### config.mk
export PLATFORM = sky130hd
export DESIGN_NAME = port_io
export DESIGN_NICKNAME = d
export VERILOG_FILES = /design/src/rtl/port_io.sv
export SDC_FILE = /design/constraint.sdc
export NUM_CORES = 1
export LEC_CHECK = 0
export BUFFER_PORTS_ARGS = -buffer_cell sky130_fd_sc_hd__buf_2
export CORE_ASPECT_RATIO = 1.2
export CORE_MARGIN = 2
export CORE_UTILIZATION = 53
export DETAILED_ROUTE_END_ITERATION = 8
export PLACE_DENSITY = 0.74
export SYNTH_ARGS = -nofsm -noshare
export SYNTH_HDL_FRONTEND = slang
export SYNTH_SLANG_ARGS = --single-unit
### constraint.sdc
create_clock -name clk -period 2.2 [get_ports clk]
set_input_delay 0.33 -clock clk [delete_from_list [all_inputs] [get_ports clk]]
set_output_delay 0.33 -clock clk [all_outputs]
set_load 0.01 [all_outputs]
### src/rtl/port_io.sv
// Port-bus I/O responder: TX/RX FIFOs bridging to valid/ready streams, a free-running
// timer and a GPIO register, all decoded in a 4-word window at BASE_ADDR.

module port_io_fifo #(
    parameter int W     = 16,
    parameter int DEPTH = 4
) (
    input  logic         clk,
    input  logic         do_reset_n,
    input  logic         push,
    input  logic [W-1:0] wdata,
    input  logic         pop,
    output logic [W-1:0] head,
    output logic         full,
    output logic         empty
);
    localparam int AW = $clog2(DEPTH);
    localparam int CW = AW + 1;

    logic [DEPTH-1:0][W-1:0] mem;
    logic [AW-1:0]           rd_ptr, wr_ptr;
    logic [CW-1:0]           count;
    logic                    do_push, do_pop;

    // Full/empty come from the pre-edge count, so a push on a full FIFO is
    // dropped even when the other side drains on the same edge.
    assign full    = (count == CW'(DEPTH));
    assign empty   = (count == '0);
    assign do_push = push & ~full;
    assign do_pop  = pop & ~empty;
    assign head    = empty ? '0 : mem[rd_ptr];

    always_ff @(posedge clk or negedge do_reset_n) begin
        if (!do_reset_n) begin
            mem    <= '0;
            rd_ptr <= '0;
            wr_ptr <= '0;
            count  <= '0;
        end else begin
            if (do_push) begin
                mem[wr_ptr] <= wdata;
                wr_ptr      <= (wr_ptr == AW'(DEPTH - 1)) ? '0 : wr_ptr + AW'(1);
            end
            if (do_pop)
                rd_ptr <= (rd_ptr == AW'(DEPTH - 1)) ? '0 : rd_ptr + AW'(1);
            case ({do_push, do_pop})
                2'b10:   count <= count + CW'(1);
                2'b01:   count <= count - CW'(1);
                default: count <= count;
            endcase
        end
    end
endmodule

module port_io #(
    parameter int                  WORD_SIZE  = 16,
    parameter logic [WORD_SIZE-1:0] BASE_ADDR = 16'h0010,
    parameter int                  FIFO_DEPTH = 4
) (
    input  logic                 clk,
    input  logic                 do_reset_n,
    input  logic [WORD_SIZE-1:0] portaddr,
    input  logic [WORD_SIZE-1:0] portval,
    input  logic                 portget,
    input  logic                 portset,
    output logic [WORD_SIZE-1:0] portout,
    output logic [WORD_SIZE-1:0] tx_data,
    output logic                 tx_valid,
    input  logic                 tx_ready,
    input  logic [WORD_SIZE-1:0] rx_data,
    input  logic                 rx_valid,
    output logic                 rx_ready,
    output logic [WORD_SIZE-1:0] gpio_out
);
    localparam logic [1:0] OFF_DATA   = 2'd0;
    localparam logic [1:0] OFF_STATUS = 2'd1;
    localparam logic [1:0] OFF_TIMER  = 2'd2;
    localparam logic [1:0] OFF_GPIO   = 2'd3;

    logic                 hit;
    logic [1:0]           off;
    logic                 tx_full, tx_empty, rx_full, rx_empty;
    logic [WORD_SIZE-1:0] rx_head;
    logic                 tx_drop;
    logic [WORD_SIZE-1:0] timer;
    logic [WORD_SIZE-1:0] status;
    logic                 wr_data, rd_data, wr_status, wr_timer, wr_gpio;

    assign hit       = (portaddr[WORD_SIZE-1:2] == BASE_ADDR[WORD_SIZE-1:2]);
    assign off       = portaddr[1:0];
    assign wr_data   = portset & hit & (off == OFF_DATA);
    assign rd_data   = portget & hit & (off == OFF_DATA);
    assign wr_status = portset & hit & (off == OFF_STATUS);
    assign wr_timer  = portset & hit & (off == OFF_TIMER);
    assign wr_gpio   = portset & hit & (off == OFF_GPIO);

    port_io_fifo #(.W(WORD_SIZE), .DEPTH(FIFO_DEPTH)) u_tx_fifo (
        .clk        (clk),
        .do_reset_n (do_reset_n),
        .push       (wr_data),
        .wdata      (portval),
        .pop        (tx_valid & tx_ready),
        .head       (tx_data),
        .full       (tx_full),
        .empty      (tx_empty)
    );

    port_io_fifo #(.W(WORD_SIZE), .DEPTH(FIFO_DEPTH)) u_rx_fifo (
        .clk        (clk),
        .do_reset_n (do_reset_n),
        .push       (rx_valid & rx_ready),
        .wdata      (rx_data),
        .pop        (rd_data),
        .head       (rx_head),
        .full       (rx_full),
        .empty      (rx_empty)
    );

    assign tx_valid = ~tx_empty;
    assign rx_ready = ~rx_full;

    always_comb begin
        status    = '0;
        status[0] = ~rx_empty;
        status[1] = tx_full;
        status[2] = tx_drop;
        status[3] = tx_empty;
    end

    always_comb begin
        portout = '0;
        if (hit) begin
            case (off)
                OFF_DATA:   portout = rx_head;
                OFF_STATUS: portout = status;
                OFF_TIMER:  portout = timer;
                OFF_GPIO:   portout = gpio_out;
                default:    portout = '0;
            endcase
        end
    end

    // A CPU timer load wins over the free-running increment on the same edge.
    always_ff @(posedge clk or negedge do_reset_n) begin
        if (!do_reset_n) begin
            tx_drop  <= 1'b0;
            timer    <= '0;
            gpio_out <= '0;
        end else begin
            if (wr_data && tx_full)
                tx_drop <= 1'b1;
            else if (wr_status && portval[2])
                tx_drop <= 1'b0;
            timer <= wr_timer ? portval : timer + WORD_SIZE'(1);
            if (wr_gpio)
                gpio_out <= portval;
        end
    end
endmodule
* Yosys cells after proc, flatten, opt, wreduce, memory -nomap -nowiden
Cells that the tools add are included.
** Word-level totals
- Register bits after elaboration :: 175
- Input port bits :: 54
- Output and inout port bits :: 50
** Cells by class
- Add/sub/neg operators :: 9
- Magnitude comparators :: 6
- Equal/unequal tests :: 14
- Muxes and demuxes :: 23
- Bitwise logic cells :: 17
- Reduce and logical (&&, ||, !) cells :: 10
** Operators by type and width (number)
- $bwmux 64 :: 2
- $mux 16 :: 8
- $bmux 16 s2 :: 2
- $demux 16 s2 :: 2
- $pmux 16 s4 :: 1
- $add 16x1->16 const B :: 1
- $eq 2x2->1 const B :: 8
- $eq 14x3->1 const B :: 1
- $and 1x1->1 :: 13
- $lt 2x3->1 const B :: 4
- $pmux 3 s2 :: 2
- $add 2x1->2 const B :: 4
- $mux 2 :: 4
- $add 3x1->3 const B :: 2
- $eq 2x1->1 const B :: 3
- $eq 3x3->1 const B :: 2
- $logic_not 3->1 :: 2
- $reduce_bool 2->1 :: 3
- $sub 3x1->3 const B :: 2
- $ge 2x1->1 const B :: 2
- $logic_and 1x1->1 :: 4
- $not 1->1 :: 4
- $logic_not 2->1 :: 1
- $mux 1 :: 2

* Logic depth before layout (Yosys ltp)
Gate-level depths: netlist of the first run.
- Depth in word-level cells :: 6
- Mapped depth :: 11
- Mapped depth without buffers :: 10

* By module
From an unflattened synthesis of the first run, not the netlist that was laid out.
** Unflattened totals
- Cells, all modules :: 618
- Area, all modules :: 8632.0 um^2
** Modules (own cells, without submodules)
- port_io_fifo :: times used 2, cells each 211, area each 3290.7 um^2, seq. area each 1776.7 um^2
- port_io :: times used 1, cells each 196, area each 2050.7 um^2, seq. area each 825.8 um^2

* Worst setup path before layout of the first run
Ideal clock, no wire load.
- Path kind :: input to register
- Start point :: input portaddr[3]
- End point :: register u_rx_fifo.count[1]
- Library setup time :: 0.125 ns
- Data arrival time :: 2.429 ns
- Slack :: -0.354 ns
- Stages on the path :: 7
- Path through :: or4b_4 -> nand4bb_1 -> clkbuf_1 -> and4bb_2 -> ha_1 -> fa_1 -> mux2_2
** Between the ends
- Longest elaborated chain between the ends :: 6
- Elaborated cells between the ends (all ways) :: 8
** RTL lines
- start, declared :: RTL line 62 : input logic [WORD_SIZE-1:0] portaddr,
- $eq 14x3->1 * :: RTL line 89 : assign hit = (portaddr[WORD_SIZE-1:2] == BASE_ADDR[WORD_SIZE-1:2]);
- $and 1x1->1 * (2 in series) :: RTL line 92 : assign rd_data = portget & hit & (off == OFF_DATA);
- $and 1x1->1 * :: RTL line 30 : assign do_pop = pop & ~empty;
- net u_rx_fifo.do_pop :: RTL line 23 : logic do_push, do_pop;
- $eq 2x1->1 / $eq 2x2->1 (equally long branches) :: RTL line 46 : case ({do_push, do_pop})
- $pmux 3 s2 / $reduce_bool 2->1 (equally long branches)
- end signal, assigned :: RTL line 47 : 2'b10: count <= count + CW'(1);
- end signal, assigned :: RTL line 48 : 2'b01: count <= count - CW'(1);
- end signal, assigned :: RTL line 49 : default: count <= count;
- end, declared :: RTL line 22 : logic [CW-1:0] count;
The timed path passes the listed nets; every way through them passes the cells marked *.
A chain may end at the register's enable or synchronous reset.

* Final worst setup path of the first run
- Start point :: register u_rx_fifo.rd_ptr[0]
- End point :: output portout[3]
** Between the ends
- Longest elaborated chain between the ends :: 5
** RTL lines
- start, declared :: RTL line 21 : logic [AW-1:0] rd_ptr, wr_ptr;
- start signal, assigned :: RTL line 45 : rd_ptr <= (rd_ptr == AW'(DEPTH - 1)) ? '0 : rd_ptr + AW'(1);
- $bmux 16 s2 :: RTL line 31 : assign head = empty ? '0 : mem[rd_ptr];
- $mux 16 (not written as such) :: RTL line 31
- $mux 16 :: RTL line 31
- $pmux 16 s4 :: RTL line 133 : case (off)
- $mux 16 :: RTL line 132 : if (hit) begin
- end, declared :: RTL line 66 : output logic [WORD_SIZE-1:0] portout,
No other way between the ends. The select of a mux whose other input is x is not followed.

==> impl_metrics.py, run 1 <==
metrics = {
    "global_routing": {
        "grt_pass1_wl_mm": 31.03,
        "grt_max_degree": 62,
        "antenna_found_initial": 0,
        "grt_pass1_vias": 5916,
        "grt_use_total_pct": 23.65,
        "overflow": 0,
    },
    "critical_path": {
        "critPathKind": "reg2out",
        "worstPathMaxFanout": 5,
        "ff2ff_setup_slack_ns": 0.12,
        "worst_setup_path_start_kind": "flip-flop",
        "timing.rr.start": "u_tx_fifo.count[0]$_DFFE_PN0P_",
        "cp_data_required_time_ns": 1.87,
        "cp-end-kind": "output pin",
        "r2r_cells": 11,
        "critPathArrivalTime_ns": 2.02,
        "endpoint": "portout[3]",
        "reg2reg_to": "u_tx_fifo.count[2]$_DFFE_PN0P_",
        "crit_start": "u_rx_fifo.rd_ptr[0]$_DFFE_PN0P_",
    },
    "pwr": {
        "combinationalPowerShare_pct": 26.1,
        "power_density_nw_per_um2": 933.6,
        "p_seq_share_pct": 45.9,
        "switchingPower_mw": 2.814,
        "power.share.switching_pct": 29.05,
        "intPower_mw": 6.873,
        "cellLeakagePower_nw": 4.980,
        "peakVddDrop_uv": 817.0,
        "p_clk_share_pct": 28.0,
        "total_power_mw": 9.688,
    },
    "synthesis": {
        "syn-num-nets": 670,
        "synth.distinct_cells": 41,
        "synth_ff_type": "dfrtp_1",
        "synth_area_per_cell_um2": 14.14,
        "syn_inst": 601,
        "synthArstFlopShare_pct": 100.0,
        "synth_edf_count": 0,
        "ys_seq_elements": 175,
        "syn_area_um2": 8501,
        "ys_warn_count": 0,
        "synth_seq_area_share_pct": 51.52,
    },
    "route": {
        "drt.antenna.violating_nets": 0,
        "wl_per_cell_um": 19.74,
        "drt_iter0_drc": 261,
        "firstDrtPassIters": 5,
        "routed_via_density": 5.647,
        "wl_mm": 19.03,
        "vias": 5444,
        "drc": 0,
    },
    "clocking": {
        "clock_latency_ns": 0.42,
        "cts_root_buffer": "clkbuf_16",
        "clkSlewWorstSetupHoldPaths_ns": 0.06,
        "clk_path_buf_depth": 2,
        "cts_buffers": 17,
        "cts_tree": "built",
        "cts_sinks": 175,
        "cts-htree-levels": 4,
    },
    "sta": {
        "period_minus_slack_ns": 2.347,
        "rsz0062_at_grt": "yes",
        "maxSlewHeadroom_pct": 72.11,
        "maxSlewViolCount": 0,
        "setup_viol": 16,
        "finalWorstSetupSlack_ns": -0.1466,
        "min_period_over_period_pct": 106.7,
        "fmaxAchievable_mhz": 426.1,
        "hold_violations": 0,
        "tightest_slew_ns": 0.4145,
        "fin_skew_ns": 0.007574,
    },
    "place": {
        "port-buffer-count": 103,
        "dp.cells": 924,
        "place_congestion": 0.7984,
        "dpl.hpwl_mm": 13.14,
    },
    "layout": {
        "finalNetCount": 813,
        "fin_cells": 964,
        "nFillCells": 1165,
        "layout-drive-gt1-share_pct": 55.69,
        "diodes": 0,
        "seq_area_um2": 4383,
        "multiInputGateArea_um2": 4094,
        "area_growth_pct": 22.06,
    },
    "outcome": {
        "status": "complete, but fails checks",
        "violations": "setup timing",
    },
    "die": {
        "start_util_pct": 54.35,
        "coreArea_um2": 15640,
        "dieArea_um2": 17070,
        "ioPinCount": 104,
        "die_y_um": 142.7,
        "die_x_um": 119.6,
        "placementRows": 50,
    },
    "run": {
        "max_cap_viol_count": 0,
    },
    "min_path": {
        "hold_class": "in2reg",
    },
}
-- sequential cells by signal, summed over array words and instances (netlist names) --
| register | count |
|---|---|
| u_rx_fifo.mem | 64 |
| u_tx_fifo.rd_ptr | 2 |
| u_rx_fifo.rd_ptr | 2 |
| u_tx_fifo.wr_ptr | 2 |
| u_rx_fifo.count | 3 |
| u_rx_fifo.wr_ptr | 2 |
| gpio_out | 16 |
| u_tx_fifo.mem | 64 |
| timer | 16 |
| u_tx_fifo.count | 3 |
| tx_drop | 1 |
-- layer usage --
layer | track usage (%) | vias up | routed length, um
li1 | - | 2476 | -
met1 | 29.05 | 2843 | 7875
met3 | 4.673 | 20 | 681
met4 | 6.130 | 0 | 225
met5 | 0 | - | 0
met2 | 42.83 | 105 | 10250
-- power groups by stage --
stage | registers [mW] | clock network, mW | logic [mW]
finish | 4.45 | 2.71 | 2.53
global route | 4.52 | 2.89 | 2.76
CTS | 4.41 | 2.76 | 2.53
detailed placement | 4.47 | 0 | 2.42
global placement | 4.38 | 0 | 2.31
floorplan | 4.29 | 0 | 1.74
-- final cells by class --
class | count | area share [%]
multi-input cells | 380 | 39.46
clock buffers | 19 | 4.269
repair buffers | 151 | 9.984
well taps | 208 | 2.508
flip-flops and latches | 175 | 42.24
inverters | 19 | 0.6873
clock inverters | 12 | 0.8561
-- worst max-delay path: stages (launching register included) --
cell and delay [ns]:
dfrtp_2 0.45, buf_6 0.13, mux4_2 0.49, a221oi_2 0.30, a211oi_2 0.08, buf_2 0.15
-- worst min path at each step --
| stage | start | end | slack [ns] | cells past startpoint |
|---|---|---|---|---|
| after floorplan | do_reset_n | gpio_out[0]$_DFFE_PN0P_ | 0.03 | 0 |
| after global placement | do_reset_n | u_tx_fifo.wr_ptr[0]$_DFFE_PN0P_ | 0.27 | 1 |
| after detailed placement | do_reset_n | u_tx_fifo.wr_ptr[0]$_DFFE_PN0P_ | 0.28 | 1 |
| after CTS | rx_data[7] | u_rx_fifo.mem[7]$_DFFE_PN0P_ | 0.16 | 2 |
| after global routing | rx_data[14] | u_rx_fifo.mem[14]$_DFFE_PN0P_ | 0.18 | 2 |
| final | rx_data[1] | u_rx_fifo.mem[17]$_DFFE_PN0P_ | 0.18 | 2 |
-- layout by cell type (no fill, tap or decap), drive strengths merged, types with 2 or more instances in the layout --
| master | instances |
|---|---|
| nand3 | 10 |
| a221oi | 2 |
| or2 | 3 |
| nand4 | 3 |
| a21oi | 13 |
| inv | 21 |
| and2 | 17 |
| clkinv | 6 |
| fa | 2 |
| mux2i | 18 |
| o21ai | 2 |
| a211oi | 3 |
| mux4 | 32 |
| xor2 | 12 |
| nor4 | 8 |
| clkinvlp | 4 |
| xnor2 | 8 |
| dfrtp | 175 |
| buf | 150 |
| clkbuf | 19 |
| mux2 | 166 |
| nor2 | 35 |
| ha | 13 |
| nand2 | 12 |
| nor3 | 8 |
| nor4b | 2 |
-- logic make-up after synthesis --
| kind of cell | after synthesis | share of synthesized area, % |
|---|---|---|
| flip-flops | 175 | 51.52 |
| multiplexers | 216 | 32.59 |
| XOR/XNOR | 20 | 2.061 |
| AO/OA/AOI/OAI | 25 | 1.811 |
| buffers and inverters | 46 | 2.546 |
| adder cells (fa/ha/maj) | 15 | 2.385 |
| AND/OR/NAND/NOR | 104 | 7.095 |
-- Yosys cell counts, drive strengths merged (2+ instances only) --
library cell | number | area share (%)
buf | 12 | 1.0
nand3 | 10 | 0.82
nor4 | 8 | 0.77
o21ai | 2 | 0.12
xnor2 | 8 | 0.82
dfrtp | 175 | 52
a21oi | 13 | 0.77
fa | 2 | 0.47
mux2i | 18 | 2.1
a221oi | 2 | 0.21
nand4 | 3 | 0.22
and2 | 17 | 1.3
inv | 19 | 0.84
nor2 | 35 | 1.5
xor2 | 12 | 1.2
nor4b | 2 | 0.56
nor3 | 8 | 0.47
nand2 | 12 | 0.53
a211oi | 3 | 0.26
clkbuf | 15 | 0.66
mux4 | 32 | 8.5
ha | 13 | 1.9
or2 | 3 | 0.25
mux2 | 166 | 22
-- per-stage QoR --
stage          hold slack, ns  setup WS (ns)  util [%]  instance area [um^2]  setup TNS, ns
2_1_floorplan         0.03441        -0.2829         -                  8602         -1.122
3_3_place_gp           0.2720        -0.2248     61.78                  9662         -4.013
3_5_place_dp           0.2755        -0.2837     61.78                  9662         -6.579
4_1_cts                0.1645        -0.1167     66.22                 10360         -1.362
5_1_grt                0.1760        -0.2201     66.34                 10380         -2.176
6_report               0.1789        -0.1466     66.34                 10380        -0.9280
-- repair_timing --
item | CTS | global route
hold endpoints to repair | 39 | 0
gates cloned | 1 | 0
resized for setup | 22 | 11
setup endpoints to repair | 30 | 20
pin swaps | 14 | 5
hold buffers | 1 | 0
setup buffers | 6 | 4
Note: power is estimated with default switching activity, not from simulation.
==> inputs of run 2 (changes only) <==
--- a/config.mk
+++ b/config.mk
@@ -6,9 +6,11 @@
 export NUM_CORES = 1
 export LEC_CHECK = 0
 export BUFFER_PORTS_ARGS = -buffer_cell sky130_fd_sc_hd__buf_2
+export CELL_PAD_IN_SITES_DETAIL_PLACEMENT = 0
+export CELL_PAD_IN_SITES_GLOBAL_PLACEMENT = 1
 export CORE_ASPECT_RATIO = 1.2
 export CORE_MARGIN = 2
-export CORE_UTILIZATION = 53
+export CORE_UTILIZATION = 44
 export DETAILED_ROUTE_END_ITERATION = 8
 export PLACE_DENSITY = 0.74
 export SYNTH_ARGS = -nofsm -noshare
==> impl_metrics.py, run 2 (synthesized netlist as in run 1, its figures left out) <==
metrics = {
    "outcome": {
        "status": "complete, but fails checks",
        "violations": "setup timing",
    },
    "min_path": {
        "hold_class": "in2reg",
        "min_path_cells": 2,
        "holdPathEnd": "u_rx_fifo.mem[42]$_DFFE_PN0P_",
        "worstHoldStart": "rx_data[10]",
    },
    "clocking": {
        "clock_latency_ns": 0.43,
        "cts_buffers": 17,
        "cts_tree": "built",
        "cts_sinks": 175,
        "clkSlewWorstSetupHoldPaths_ns": 0.07,
        "clk_path_buf_depth": 2,
        "cts_root_buffer": "clkbuf_16",
        "cts-htree-levels": 4,
    },
    "sta": {
        "tightest_slew_ns": 0.5564,
        "maxSlewHeadroom_pct": 62.91,
        "rsz0062_at_grt": "yes",
        "fin_skew_ns": 0.008966,
        "fin_setup_tns_ns": -1.349,
        "maxSlewViolCount": 0,
        "period_minus_slack_ns": 2.335,
        "fmaxAchievable_mhz": 428.2,
        "min_period_over_period_pct": 106.1,
        "finalWorstSetupSlack_ns": -0.1353,
        "holdWs_ns": 0.1707,
        "hold_violations": 0,
        "setup_viol": 22,
    },
    "die": {
        "start_util_pct": 44.92,
        "die_y_um": 156.3,
        "die_x_um": 130.9,
        "coreArea_um2": 18920,
        "dieArea_um2": 20450,
        "ioPinCount": 104,
        "placementRows": 55,
    },
    "pwr": {
        "power_density_nw_per_um2": 936.1,
        "peakVddDrop_uv": 535.1,
        "cellLeakagePower_nw": 5.034,
        "total_power_mw": 9.919,
    },
    "layout": {
        "area_growth_pct": 24.65,
        "final_cell_mix": "171 x dfrtp_1, 149 x mux2_2, 88 x buf_2",
        "diodes": 0,
        "seq_area_um2": 4384,
        "reg_top3": "u_rx_fifo.mem x64, u_tx_fifo.mem x64",
        "layout-drive-gt1-share_pct": 57.60,
        "layout_commonest_cell": "dfrtp_1",
        "fin_util_pct": 55.99,
        "nFillCells": 1564,
        "multiInputGateArea_um2": 4121,
        "finalNetCount": 813,
        "fin_cells": 1013,
    },
    "route": {
        "vias": 5363,
        "drt_iter0_drc": 149,
        "wl_mm": 19.29,
        "firstDrtPassIters": 4,
        "wl_per_cell_um": 19.04,
        "routed_via_density": 5.294,
        "drt.antenna.violating_nets": 0,
        "drc": 0,
    },
    "global_routing": {
        "grt_pass1_vias": 5935,
        "overflow": 0,
        "grt_use_total_pct": 20.17,
        "grt_max_degree": 56,
        "grt_pass1_wl_mm": 31.08,
        "antenna_found_initial": 0,
    },
    "place": {
        "dp.cells": 974,
        "port-buffer-count": 103,
        "dpl.hpwl_mm": 13.51,
        "place_congestion": 0.8112,
    },
    "critical_path": {
        "r2r_cells": 11,
        "cp_data_required_time_ns": 1.87,
        "cp-end-kind": "output pin",
        "critPathKind": "reg2out",
        "ff2ff_setup_slack_ns": 0.11,
        "reg2reg_to": "u_tx_fifo.count[2]$_DFFE_PN0P_",
        "timing.rr.start": "u_tx_fifo.count[0]$_DFFE_PN0P_",
        "worst_setup_path_start_kind": "flip-flop",
        "critPathArrivalTime_ns": 2.01,
        "worstPathMaxFanout": 5,
    },
    "run": {
        "max_cap_viol_count": 0,
    },
}
==> run 2: cell count changes in the layout (fill, tap and decap cells not counted), sizes merged <==
cell and change:
inv +7, clkinvlp -3, clkinv -2, clkbuf -1
==> run 2: what timing repair did <==
action | CTS | global route
pin swaps | 3 | 10
endpoints found under the setup margin | 23 | 35
hold buffers | 1 | 0
setup buffers | 4 | 2
gates resized for setup | 27 | 33
cloned | 2 | 0
endpoints found under the hold margin | 50 | 0
==> run 2: worst max-delay path, stage by stage, from the launching register on <==
cell	delay [ns]
dfrtp_2	0.45
buf_4	0.14
mux4_2	0.49
a221oi_2	0.24
a211oi_1	0.10
buf_2	0.15
==> run 2: worst max-delay path by stage <==
stage	to	start
floorplan	u_rx_fifo.count[1]$_DFFE_PN0P_	portaddr[3]
global placement	u_rx_fifo.count[1]$_DFFE_PN0P_	portaddr[3]
detailed placement	u_rx_fifo.count[1]$_DFFE_PN0P_	portaddr[3]
CTS	portout[10]	u_rx_fifo.rd_ptr[0]$_DFFE_PN0P_
global route	portout[3]	u_rx_fifo.rd_ptr[0]$_DFFE_PN0P_
finish	portout[3]	u_rx_fifo.rd_ptr[0]$_DFFE_PN0P_
==> run 2: stage by stage <==
stage,instance area (um^2),worst slack (ns)
floorplan,8602,-0.2829
detailed placement,9737,-0.2682
global placement,9737,-0.2266
global route,10600,-0.1972
finish,10600,-0.1353
CTS,10490,-0.1396
==> run 2: layer usage <==
| metal | vias up | global-route usage (%) | part of all wire [%] |
|---|---|---|---|
| li1 | 2475 | - | - |
| met1 | 2793 | 24.81 | 43 |
| met2 | 84 | 35.69 | 53 |
| met3 | 11 | 4.444 | 3.5 |
| met4 | 0 | 5.420 | 0.74 |
| met5 | - | 0 | 0 |
==> run 2: final cells by class <==
type | count | area share (%)
Clock buffer | 18 | 4.050
Clock inverter | 14 | 1.181
Inverter | 19 | 0.6730
Multi-Input combinational cell | 380 | 38.89
Sequential cell | 175 | 41.37
Tap cell | 256 | 3.023
Timing Repair Buffer | 151 | 10.80
==> run 2: report_power, final <==
part	internal, mW	switching, mW	leakage, nW
logic	1.51	1.13	2.49
registers	3.95	0.463	2.27
clock network	1.49	1.37	0.272
total	6.96	2.96	5.03
